`config.mk`:
```
export PLATFORM = sky130hd
export DESIGN_NAME = fpu_long_issuer
export DESIGN_NICKNAME = d
export VERILOG_FILES = /design/src/rtl/fpu_long_issuer_pkg.sv /design/src/rtl/fpu_long_watchdog.sv /design/src/rtl/fpu_long_issuer.sv
export SDC_FILE = /design/constraint.sdc
export NUM_CORES = 1
export LEC_CHECK = 0
export CORE_UTILIZATION = 35
export DETAILED_ROUTE_END_ITERATION = 12
export PLACE_DENSITY = 0.74
export SYNTH_ARGS = -nofsm -noshare
export SYNTH_HDL_FRONTEND = slang
export SYNTH_SLANG_ARGS = --single-unit
```
`constraint.sdc`:
```
create_clock -name clk -period 2.1 [get_ports clk]
set_input_delay 0.315 -clock clk [delete_from_list [all_inputs] [get_ports clk]]
set_output_delay 0.315 -clock clk [all_outputs]
set_load 0.03 [all_outputs]
```
`src/rtl/fpu_long_issuer_pkg.sv`:
```
// Shared definitions for the long-latency FPU issuer: state encoding, the canonical
// quiet NaN returned on a watchdog expiry, and the FPU op-select codes.
package fpu_long_issuer_pkg;

   typedef enum logic [1:0] {
      ST_IDLE  = 2'd0,
      ST_WAIT  = 2'd1,
      ST_DRAIN = 2'd2,
      ST_DONE  = 2'd3
   } state_t;

   localparam logic [31:0] CANON_NAN = 32'h7fc0_0000;

   localparam logic [4:0] F5_FADD   = 5'h00;
   localparam logic [4:0] F5_FSUB   = 5'h01;
   localparam logic [4:0] F5_FMUL   = 5'h02;
   localparam logic [4:0] F5_FDIV   = 5'h03;
   localparam logic [4:0] F5_FSQRT  = 5'h0b;
   localparam logic [4:0] F5_FMADD  = 5'h10;
   localparam logic [4:0] F5_FMSUB  = 5'h11;
   localparam logic [4:0] F5_FNMADD = 5'h12;
   localparam logic [4:0] F5_FNMSUB = 5'h13;

endpackage

```
`src/rtl/fpu_long_watchdog.sv`:
```
// Cycle counter for the in-flight FPU op: cleared on issue, counts while running,
// saturates at TIMEOUT and flags expiry on the last allowed cycle.
module fpu_long_watchdog #(
   parameter int TIMEOUT = 64
) (
   input  logic clk,
   input  logic rst,
   input  logic clear,
   input  logic run,
   output logic expire
);

   localparam int CNT_W = $clog2(TIMEOUT + 1);
   localparam logic [CNT_W-1:0] CNT_LAST = CNT_W'(TIMEOUT - 1);
   localparam logic [CNT_W-1:0] CNT_SAT  = CNT_W'(TIMEOUT);

   logic [CNT_W-1:0] cnt_reg;
   logic [CNT_W-1:0] cnt_next;

   always_comb begin
      cnt_next = cnt_reg;
      if (clear) begin
         cnt_next = '0;
      end else if (run && (cnt_reg != CNT_SAT)) begin
         cnt_next = cnt_reg + CNT_W'(1);
      end
   end

   always_ff @(posedge clk) begin
      if (rst) begin
         cnt_reg <= '0;
      end else begin
         cnt_reg <= cnt_next;
      end
   end

   // >= rather than == so a drain entered on the expiry cycle itself still times out
   assign expire = run && (cnt_reg >= CNT_LAST);

endmodule

```
`src/rtl/fpu_long_issuer.sv`:
```
// Hands one op at a time to the long-latency FPU, waits for its result (or the
// watchdog) and offers result+tag to writeback; a flush drains the in-flight op.
module fpu_long_issuer
   import fpu_long_issuer_pkg::*;
#(
   parameter int TAG_W   = 5,
   parameter int TIMEOUT = 64
) (
   input  logic             clk,
   input  logic             rst,
   input  logic             req_valid,
   output logic             req_ready,
   input  logic [31:0]      req_x,
   input  logic [31:0]      req_y,
   input  logic [31:0]      req_z,
   input  logic [4:0]       req_funct5,
   input  logic [2:0]       req_rm,
   input  logic [TAG_W-1:0] req_tag,
   input  logic             flush,
   output logic             fpu_en,
   output logic [31:0]      fpu_x,
   output logic [31:0]      fpu_y,
   output logic [31:0]      fpu_z,
   output logic [4:0]       fpu_funct5,
   output logic [2:0]       fpu_rm,
   input  logic [31:0]      fpu_res,
   input  logic             fpu_valid,
   output logic             resp_valid,
   input  logic             resp_ready,
   output logic [31:0]      resp_res,
   output logic [TAG_W-1:0] resp_tag,
   output logic             busy,
   output logic             timeout_err
);

   state_t state_reg, state_next;

   logic             fpu_en_reg, fpu_en_next;
   logic [31:0]      fpu_x_reg, fpu_x_next;
   logic [31:0]      fpu_y_reg, fpu_y_next;
   logic [31:0]      fpu_z_reg, fpu_z_next;
   logic [4:0]       fpu_funct5_reg, fpu_funct5_next;
   logic [2:0]       fpu_rm_reg, fpu_rm_next;
   logic             resp_valid_reg, resp_valid_next;
   logic [31:0]      resp_res_reg, resp_res_next;
   logic [TAG_W-1:0] tag_reg, tag_next;
   logic             timeout_err_reg, timeout_err_next;

   logic wd_clear;
   logic wd_run;
   logic wd_expire;

   fpu_long_watchdog #(
      .TIMEOUT (TIMEOUT)
   ) u_watchdog (
      .clk    (clk),
      .rst    (rst),
      .clear  (wd_clear),
      .run    (wd_run),
      .expire (wd_expire)
   );

   always_comb begin
      state_next       = state_reg;
      fpu_en_next      = 1'b0;
      fpu_x_next       = fpu_x_reg;
      fpu_y_next       = fpu_y_reg;
      fpu_z_next       = fpu_z_reg;
      fpu_funct5_next  = fpu_funct5_reg;
      fpu_rm_next      = fpu_rm_reg;
      resp_valid_next  = resp_valid_reg;
      resp_res_next    = resp_res_reg;
      tag_next         = tag_reg;
      timeout_err_next = timeout_err_reg;
      wd_clear         = 1'b0;
      wd_run           = 1'b0;

      case (state_reg)
         ST_IDLE: begin
            if (req_valid && !flush) begin
               fpu_en_next     = 1'b1;
               fpu_x_next      = req_x;
               fpu_y_next      = req_y;
               fpu_z_next      = req_z;
               fpu_funct5_next = req_funct5;
               fpu_rm_next     = req_rm;
               tag_next        = req_tag;
               wd_clear        = 1'b1;
               state_next      = ST_WAIT;
            end
         end

         ST_WAIT: begin
            wd_run = 1'b1;
            if (flush) begin
               // The FPU op cannot be cancelled; wait for it unless it is finishing now
               state_next = fpu_valid ? ST_IDLE : ST_DRAIN;
            end else if (fpu_valid) begin
               resp_res_next   = fpu_res;
               resp_valid_next = 1'b1;
               state_next      = ST_DONE;
            end else if (wd_expire) begin
               timeout_err_next = 1'b1;
               resp_res_next    = CANON_NAN;
               resp_valid_next  = 1'b1;
               state_next       = ST_DONE;
            end
         end

         ST_DRAIN: begin
            wd_run = 1'b1;
            if (fpu_valid) begin
               state_next = ST_IDLE;
            end else if (wd_expire) begin
               timeout_err_next = 1'b1;
               state_next       = ST_IDLE;
            end
         end

         ST_DONE: begin
            if (resp_ready || flush) begin
               resp_valid_next = 1'b0;
               state_next      = ST_IDLE;
            end
         end

         default: begin
            state_next = ST_IDLE;
         end
      endcase
   end

   always_ff @(posedge clk) begin
      if (rst) begin
         state_reg       <= ST_IDLE;
         fpu_en_reg      <= 1'b0;
         fpu_x_reg       <= '0;
         fpu_y_reg       <= '0;
         fpu_z_reg       <= '0;
         fpu_funct5_reg  <= '0;
         fpu_rm_reg      <= '0;
         resp_valid_reg  <= 1'b0;
         resp_res_reg    <= '0;
         tag_reg         <= '0;
         timeout_err_reg <= 1'b0;
      end else begin
         state_reg       <= state_next;
         fpu_en_reg      <= fpu_en_next;
         fpu_x_reg       <= fpu_x_next;
         fpu_y_reg       <= fpu_y_next;
         fpu_z_reg       <= fpu_z_next;
         fpu_funct5_reg  <= fpu_funct5_next;
         fpu_rm_reg      <= fpu_rm_next;
         resp_valid_reg  <= resp_valid_next;
         resp_res_reg    <= resp_res_next;
         tag_reg         <= tag_next;
         timeout_err_reg <= timeout_err_next;
      end
   end

   assign req_ready   = (state_reg == ST_IDLE);
   assign busy        = (state_reg != ST_IDLE);
   assign fpu_en      = fpu_en_reg;
   assign fpu_x       = fpu_x_reg;
   assign fpu_y       = fpu_y_reg;
   assign fpu_z       = fpu_z_reg;
   assign fpu_funct5  = fpu_funct5_reg;
   assign fpu_rm      = fpu_rm_reg;
   assign resp_valid  = resp_valid_reg;
   assign resp_res    = resp_res_reg;
   assign resp_tag    = tag_reg;
   assign timeout_err = timeout_err_reg;

endmodule

```
==> impl_metrics.tcl <==
set metrics [dict create \
    ys_ff_latch 153 \
    yosysSeqAreaShare_pct 62.1 \
    vias 4415 \
    grt_pass1_vias 4487 \
    routed_wl_um 15200 \
    hold_buffers 0 \
    wl_per_cell_um 17.3 \
    ios 293 \
    row_count 43 \
    setup_viol 0 \
    die_h_um 121 \
    groute.usage.overall_pct 20.6 \
    period_share_pct 94.0 \
    cp-end-kind "primary output" \
    antenna_cells 0 \
    design.die.area_um2 14600 \
    power.leakage_uw 0.00338 \
    cts_tree "yes" \
    fmax_ghz 0.506 \
    antenna_found_initial 0 \
    power_density_nw_per_um2 1030 \
    grt.overflow.total 0 \
    syn_inst 396 \
    slew_headroom_pct 61.8 \
    drv_slew 0 \
    nets 839 \
    cp_num_buf_inv 3 \
    cp_max_fo 5 \
    cts-root-buf "clkbuf_16" \
    crit_chain "inv_1 -> ha_1 -> inv_1 -> dlygate4sd2_1" \
    crit_path_frequent_cell "inv_1" \
    period_minus_slack_ns 1.97 \
    peakVddDrop_mv 0.539 \
    ant_nets 0 \
    synth_cell_types 35 \
    core_um2 13800 \
    hpwl_um 11000 \
    reg2reg_setup_slack_ns 0.14 \
    cpPeakStageDelay_ns 0.40 \
    crit_type "reg2out" \
    cp.required_ns 1.78 \
    clock_path_buffers 2 \
    clkSinkCount 153 \
    htree_levels 4 \
    critPathLaunchType "flop" \
    grt_max_degree 77 \
    initial_core_util_pct 35.7 \
    layout-drive-gt1-share_pct 7.73 \
    setup_tns_ns 0 \
    path_clk_slew_ns 0.06 \
    hold_viol_final 0 \
    critPathTopFamily "buffers and inverters" \
    syn_nets 549 \
    mostFrequentLayoutCells "290 x clkdlybuf4s50_1, 153 x dfxtp_1, 132 x a22o_1, 17 x clkbuf_16" \
    arrival_ns 1.66 \
    die_w_um 121 \
    syn2layout_area_growth_pct 77.1 \
    yosys_warnings 0 \
    drc 0 \
    grt_first_pass_wirelength_um 22900 \
    port_buffers 292 \
    numCtsBuffers 17 \
    dr.first_iter.drc_count 201 \
    status "finished, final reports clean" \
    syn-cell-area_um2 4930 \
    skew_ns 0.00670 \
    clk_latency_ns 0.42 \
    place.gp.congestion 0.862 \
    postSynthAreaPerCell_um2 12.5 \
    min-delay-path-class "reg2reg" \
    final_common_cell "clkdlybuf4s50_1" \
    drt-pass1-iter-count 4 \
    rsz0062_at_grt "false" \
    worst_slew_pin_slew_ns 0.566 \
    placed_cells 847 \
    instances_no_fill 879 \
    cap_violations 0 \
    slowest_stage "dlygate4sd2_1" \
    post_drt_via_cell_ratio 5.02 \
    total_power_uw 8980 \
]
[repair_timing]
item / CTS / global route
endpoints found under the setup margin: 2 / 0
setup buffers: 0 / 0
gates resized for setup: 2 / 0
[routing by layer]
metal / global-route usage, % / vias up / routed length (um)
met5: 0 / - / 0
met2: 35.3 / 216 / 7470
met1: 22.5 / 2088 / 6140
met4: 6.40 / 0 / 182
li1: - / 2094 / -
met3: 9.53 / 17 / 1430
[path summary, 6_finish.rpt]
kind | startpoint | to | cells past startpoint
min | resp_res[1] | resp_res[1] | 1
min reg2reg | resp_res[1] | resp_res[1] | 1
max | state_reg[0] | busy | 4
max reg2reg | state_reg[0] | state_reg[0] | 6
[where the power goes]
group	leakage (uW)	switching, uW	total (uW)	internal (uW)
logic	0.00183	1190	2250	1060
clock network	0.000309	1230	3350	2120
registers	0.00125	179	3380	3200
total	0.00338	2600	8980	6380
[worst register-to-register path, delay by kind of cell, from the launching register on]
kind | cells | cell delay [ns]
AOI/OAI and AO/OA | 2 | 0.67
DFF | 1 | 0.36
muxes | 1 | 0.34
adders and majority gates | 1 | 0.31
buffers and inverters | 2 | 0.16
[layout make-up]
cell class                 instances  area [um^2]
sequential                       153         3060
clock buffer                      18          429
multi-input combinational        203         1730
clock inverter                    14          220
timing repair buffer             301         3040
inverter                          10         37.5
fill                            1028         5090
tap                              180          225
[per-stage QoR]
step	hold WS (ns)	util, %	setup WS (ns)	instance area (um^2)
floorplan	0.441	-	0.178	4930
global placement	0.456	58.5	0.178	8090
detailed placement	0.460	58.5	0.109	8090
CTS	0.466	63.2	0.106	8740
global route	0.469	63.2	0.0325	8740
finish	0.473	63.2	0.125	8740
[cells in the mapped netlist]
| master | number | area (um^2) |
|---|---|---|
| o21a_1 | 1 | 7.51 |
| buf_2 | 2 | 10.0 |
| clkbuf_1 | 26 | 97.6 |
| a21oi_1 | 3 | 15.0 |
| a22o_1 | 132 | 1160 |
| o31a_1 | 1 | 8.76 |
| o221a_2 | 9 | 101 |
| nand2_1 | 4 | 15.0 |
| xor2_1 | 5 | 43.8 |
| o31ai_1 | 1 | 7.51 |
| or3_1 | 1 | 6.26 |
| nand3_1 | 2 | 10.0 |
| and3_1 | 1 | 6.26 |
| o311ai_0 | 2 | 17.5 |
| dfxtp_1 | 153 | 3060 |
| a211oi_1 | 1 | 7.51 |
| nor2_1 | 11 | 41.3 |
| buf_6 | 2 | 22.5 |
| a31oi_1 | 2 | 12.5 |
| a41oi_1 | 1 | 8.76 |
| xnor2_1 | 1 | 8.76 |
| nand2b_1 | 4 | 25.0 |
| inv_1 | 10 | 37.5 |
| o211ai_1 | 1 | 7.51 |
| nor3b_1 | 1 | 7.51 |
| nor2_2 | 1 | 6.26 |
| nor3_1 | 1 | 5.00 |
| a311oi_1 | 1 | 8.76 |
| or2_2 | 1 | 6.26 |
| nand4_1 | 4 | 25.0 |
| o21ai_0 | 1 | 5.00 |
| ha_1 | 6 | 75.1 |
| mux2_1 | 1 | 11.3 |
| a221oi_4 | 1 | 26.3 |
| mux2i_1 | 2 | 20.0 |
[cell families (layout without fill, tap and decap cells)]
group                    after synthesis  in the layout  share of synthesized area [%]
AO/OA/AOI/OAI                        157            157                           28.2
flip-flops                           153            153                           62.1
buffers and inverters                 40            343                           3.40
AND/OR/NAND/NOR                       31             31                           3.12
adder cells (fa/ha/maj)                6              6                           1.52
XOR/XNOR                               6              6                           1.07
multiplexers                           3              3                          0.634
(Power assumes the default switching activity.)
==> variant 1: new RTL, same flow settings <==
Change the parameter `TAG_W` from 5 to 7.
--- a/src/rtl/fpu_long_issuer.sv
+++ b/src/rtl/fpu_long_issuer.sv
@@ -4,5 +4,5 @@
    import fpu_long_issuer_pkg::*;
 #(
-   parameter int TAG_W   = 5,
+   parameter int TAG_W   = 7,
    parameter int TIMEOUT = 64
 ) (
Ports: changed (resized req_tag and resp_tag); port bits go from 293 to 297. No check against the original RTL was run, so the function may have changed too.
==> variant 1 against the original RTL <==
- largest power group unchanged
- clock power fell by 12%
- sequential power grew 1%
- cell area increased by 0.42%
- worst setup slack got worse by 0.0035 ns
- sequential cell count rose by 2
- count of clock-buffer cells in the layout is 9 higher
- power is 3.7% lower
- routed wire length fell by 1.9%
- combinational power grew 2%
- synthesized area is 1.2% higher
- die area grew 1.2%
==> variant 1: results (changes against the original RTL) <==
Cells and area
  • NonClk Buf Share: 35.3% (+0.54 points)
  • Register Area: 0.00310 mm² (+1.3%)
  • Share of layout cells above drive strength 1: 6.78% (-0.95 points)
  • #MultiIn Comb: 205 (+0.99%)
  • Nets@finish: 850 (+1.3%)
  • Nonclk buf count: 306 (+1.7%)
  • Clock network area share: 6.47% (-0.96 points)
  • Multi-input gate share of total cell area: 19.9% (+0.12 points)
  • Seq_cells: 155 (+1.3%)
  • Post-route core utilization: 63.2% (about the same)
  • Clkbuf count: 27 (+9)
  • Fillers: 1055 (+2.6%)
  • Non-Filler Instances: 888 (+1.0%)

Outcome
  • Status: finished clean

Routing
  • DRT Wirelength: 14900 µm (-1.9%)
  • Vias: 4443 (+0.63%)
  • DRC Markers: 0 (unchanged)
  • DRT iter0 DRCs: 228 (+13%)

STA
  • Clock Skew: 0.00700 ns (+0.000300 ns)
  • Final Hold Fails: 0 (unchanged)
  • Least-Margin Pin Slew: 0.533 ns (-0.0331 ns)

Global route
  • Global-route wire length before repair: 22400 µm (-2.1%)
  • Largest net degree at the start of global routing: 63 (-18%)
  • M2 GR Usage: 33.9% (-1.4 points)
  • Met1 Use GR: 22.3% (-0.19 points)
  • GRT Util Overall: 19.8% (-0.81 points)
  • GRT met3 Usage: 6.06% (-3.5 points)

Place
  • DPL Wire Length: 10600 µm (-2.8%)
  • Placed Area: 0.00821 mm² (+1.5%)
  • IO buf count: 296 (+1.4%)
  • Placed cells: 856 (+1.1%)
  • RePlAce Congestion: 0.776 (-10%)
  • Dpl ws: 0.116 ns (+0.00683 ns)

Yosys
  • Seq/Total Area, Yosys: 62.2% (+0.071 points)
  • Synth cell types: 36 (+2.9%)
  • Mux share of post-synthesis cell area: 0.627% (-0.0075 points)
  • Area contributors post-synth: dfxtp_1 (62%), a22o_1 (24%), o221a_2 (2.0%), clkbuf_1 (1.5%), ha_1 (1.5%)
  • Syn nets: 555 (+1.1%)
  • Synth Area in XOR/XNOR: 1.05% (-0.013 points)
  • Mapped Cells: 400 (+1.0%)
  • Synth Area in Adders: 1.50% (-0.018 points)
  • Asr flop ratio synth: 0% (unchanged)
  • Compound-Gate Fraction of Synth Area: 28.2% (about the same)
  • Synth cell count leaders: dfxtp_1 (155), a22o_1 (134), clkbuf_1 (20), nor2_1 (11), inv_1 (10)

Pwr
  • Sw power: 2.51 mW (-3.5%)
  • Combinational logic power: 2.29 mW (+2%)
  • Power per cell area: 986 mW/mm² (-4.1%)
  • Seq pwr share: 39.5% (+1.9 points)
  • Leakage: 3.39 nW (+0.19%)
  • Peak supply drop: 0.000566 V (+5.1%)

CTS
  • Skew-Pair Late Insertion Delay: 0.42 ns (about the same)
  • CTS clock-pin slew for the worst setup and hold paths: 0.06 ns (about the same)

Critical path
  • Slowest-stage cell, CP: dlygate4sd2_1
## variant 1: metal layers
metal,wire [µm],share of wire (%)
met5,0,0
met1,6090,41
met3,1110,7.4
met2,7430,50
met4,297,2.0
## variant 1: path summary, 6_finish.rpt
path,from,end,slack [ns],cells after the start
setup / recovery,state_reg[0]$_SDFFE_PP0P_,busy,0.12,4
hold reg to reg,resp_res[8]$_SDFFE_PP0P_,resp_res[8]$_SDFFE_PP0P_,0.47,1
setup reg to reg,state_reg[0]$_SDFFE_PP0P_,state_reg[0]$_SDFFE_PP0P_,0.13,6
hold / removal,resp_res[8]$_SDFFE_PP0P_,resp_res[8]$_SDFFE_PP0P_,0.47,1
## variant 1: critical path: cells and delay by family, from the launching register on
| family | cells | cell delay [ns] |
|---|---|---|
| flops | 1 | 0.37 |
| fa+ha+maj | 1 | 0.32 |
| buf+inv | 3 | 0.56 |
==> variant 2: new RTL, same settings <==
Without the edit above. Put one more register stage on the output `timeout_err`, without a reset. The value now appears one clock later. The other outputs are not delayed to match.
--- a/src/rtl/fpu_long_issuer.sv
+++ b/src/rtl/fpu_long_issuer.sv
@@ -170,5 +170,7 @@
    assign resp_res    = resp_res_reg;
    assign resp_tag    = tag_reg;
-   assign timeout_err = timeout_err_reg;
+   always_ff @(posedge clk) begin
+      timeout_err <= timeout_err_reg;
+   end
 
 endmodule
Behaviour: no difference found for any inputs over 4 cycles, from zero or initial values and one cycle with rst high; that may be too few to reach the edited logic, so the function may still have changed.
==> variant 2 against the original RTL <==
- sequential cell count up 1
- clock power down 4%
- combinational power up 2%
- synthesized area up 0.41%
- highest routed layer unchanged
- utilization up 0.71 points
- largest cell class is now buffers
- cell area up 1.1%
- die area up 0.40%
- routed wire length up 0.58%
- worst setup slack worse by 0.013 ns
- critical endpoint is now req_ready
- non-clock buffer count up 12
- power down 0.90%
- via count up 0.88%
- largest power group unchanged
==> variant 2: results (changes against the original RTL) <==
Critical path
  • Worst-path fanout max: 5 (unchanged)
  • R2R setup slack: 0.12 ns (-0.02 ns)
  • Reg-to-Reg Start: state_reg[0]$_SDFFE_PP0P_
  • Max stage delay on crit path: 0.44 ns (+0.04 ns)

Yosys
  • Synth cell types: 35 (unchanged)
  • Area contributors post-synth: dfxtp_1 (62%), a22o_1 (23%), o221a_2 (2.0%), clkbuf_1 (2.0%), ha_1 (1.5%)
  • Synth warnings: 0 (unchanged)
  • Asr flop ratio synth: 0% (unchanged)
  • Seq/Total Area, Yosys: 62.2% (+0.15 points)
  • Syn nets: 550 (+0.18%)
  • Synth cell count leaders: dfxtp_1 (154), a22o_1 (132), clkbuf_1 (26), nor2_1 (11), inv_1 (10)

Global route
  • Largest net degree at the start of global routing: 46 (-40%)
  • Initial antenna violation count: 0 (unchanged)
  • GRT Util Overall: 20.8% (+0.20 points)
  • Global-route wire length before repair: 23200 µm (+1.1%)
  • Vias in the first global route: 4570 (+1.8%)

Routing
  • DRT iter0 DRCs: 170 (-15%)
  • Per-cell routed wire length: 17.2 µm (-0.78%)
  • DR vias/cell: 5.00 (-0.48%)

CTS
  • CTS clock-pin slew for the worst setup and hold paths: 0.06 ns (about the same)
  • CTS Buffer Depth: 2 (unchanged)
  • CTS buffer count: 17 (unchanged)
  • Skew-Pair Late Insertion Delay: 0.42 ns (about the same)

Place
  • RePlAce Congestion: 0.830 (-3.6%)
  • IO buf count: 292 (unchanged)
  • DPL Wire Length: 11400 µm (+3.7%)

Hold path
  • Worst Hold Depth: 0 (-1)
  • Hold_sp: timeout_err_reg$_SDFFE_PP0P_
  • WHS Endpoint: timeout_err$_DFF_P_

Pwr
  • Leakage: 3.45 nW (+1.9%)
  • Peak supply drop: 0.000560 V (+4.0%)
  • Power per cell area: 1010 mW/mm² (-2.0%)

Outcome
  • Status: finished clean

STA
  • Clock Skew: 0.00585 ns (-0.000849 ns)
  • Least-Margin Pin Slew: 0.536 ns (-0.0298 ns)

Cells and area
  • Nets@finish: 852 (+1.5%)
  • Fillers: 1044 (+1.6%)
  • Share of layout cells above drive strength 1: 9.00% (+1.3 points)
  • Diodes inserted: 0 (unchanged)
## variant 2: timing repair
| action | in CTS | in global routing |
|---|---|---|
| setup endpoints to repair | 2 | 1 |
| buffers inserted | 0 | 0 |
| resized for setup | 2 | 1 |
## variant 2: per-stage QoR
stage	total power [mW]	instance area (µm²)	cells	setup slack (ns)	hold slack (ns)
after floorplan	4.64	4950	397	0.178	0.331
after global placement	5.71	8210	860	0.236	0.352
after detailed placement	5.76	8210	860	0.139	0.344
after CTS	8.99	8840	891	0.0715	0.355
after global routing	9.26	8840	891	0.0105	0.375
final	8.90	8840	891	0.112	0.354
## variant 2: area by class of cell
cell class	count	share of cell area [%]
multi-input combinational	203	19.5
sequential	154	34.9
clock inverter	10	1.85
timing repair buffer	313	35.6
tap	180	2.55
clock buffer	21	5.21
inverter	10	0.425
## variant 2: metal layers
layer / share of wire (%) / vias to the layer above / global-route usage (%)
met4: 2.5 / 0 / 10.3
met1: 40 / 2073 / 22.3
met3: 9.3 / 30 / 7.99
li1: - / 2133 / -
met2: 49 / 218 / 35.5
met5: 0 / - / 0
## variant 2: worst max path at each step
stage,slack [ns],endpoint,startpoint
6_report,0.11,req_ready,state_reg[0]$_SDFFE_PP0P_
4_1_cts,0.07,busy,state_reg[0]$_SDFFE_PP0P_
2_1_floorplan,0.18,state_reg[0]$_SDFFE_PP0P_,state_reg[1]$_SDFFE_PP0P_
3_3_place_gp,0.24,state_reg[0]$_SDFFE_PP0P_,state_reg[1]$_SDFFE_PP0P_
5_1_grt,0.01,busy,state_reg[0]$_SDFFE_PP0P_
3_5_place_dp,0.14,state_reg[0]$_SDFFE_PP0P_,state_reg[0]$_SDFFE_PP0P_
## variant 2: logic make-up after synthesis
family | share of synthesized area (%)
buffers and inverters | 3.38
AO/OA/AOI/OAI | 28.1
adder cells (fa/ha/maj) | 1.52
flip-flops | 62.2
multiplexers | 0.631
XOR/XNOR | 1.06
AND/OR/NAND/NOR | 3.11
## variant 2: worst register-to-register path: cells and delay by family, from the launching register on
family / cells / cell delay [ns]
compound gates: 2 / 0.68
flops: 1 / 0.37
mux: 1 / 0.34
fa+ha+maj: 1 / 0.31
buf+inv: 2 / 0.17
## variant 2: where the power goes
group / internal [mW] / switching [mW]
Sequential: 3.22 / 0.178
Clock: 2.05 / 1.16
Combinational: 1.09 / 1.20
Total: 6.37 / 2.54
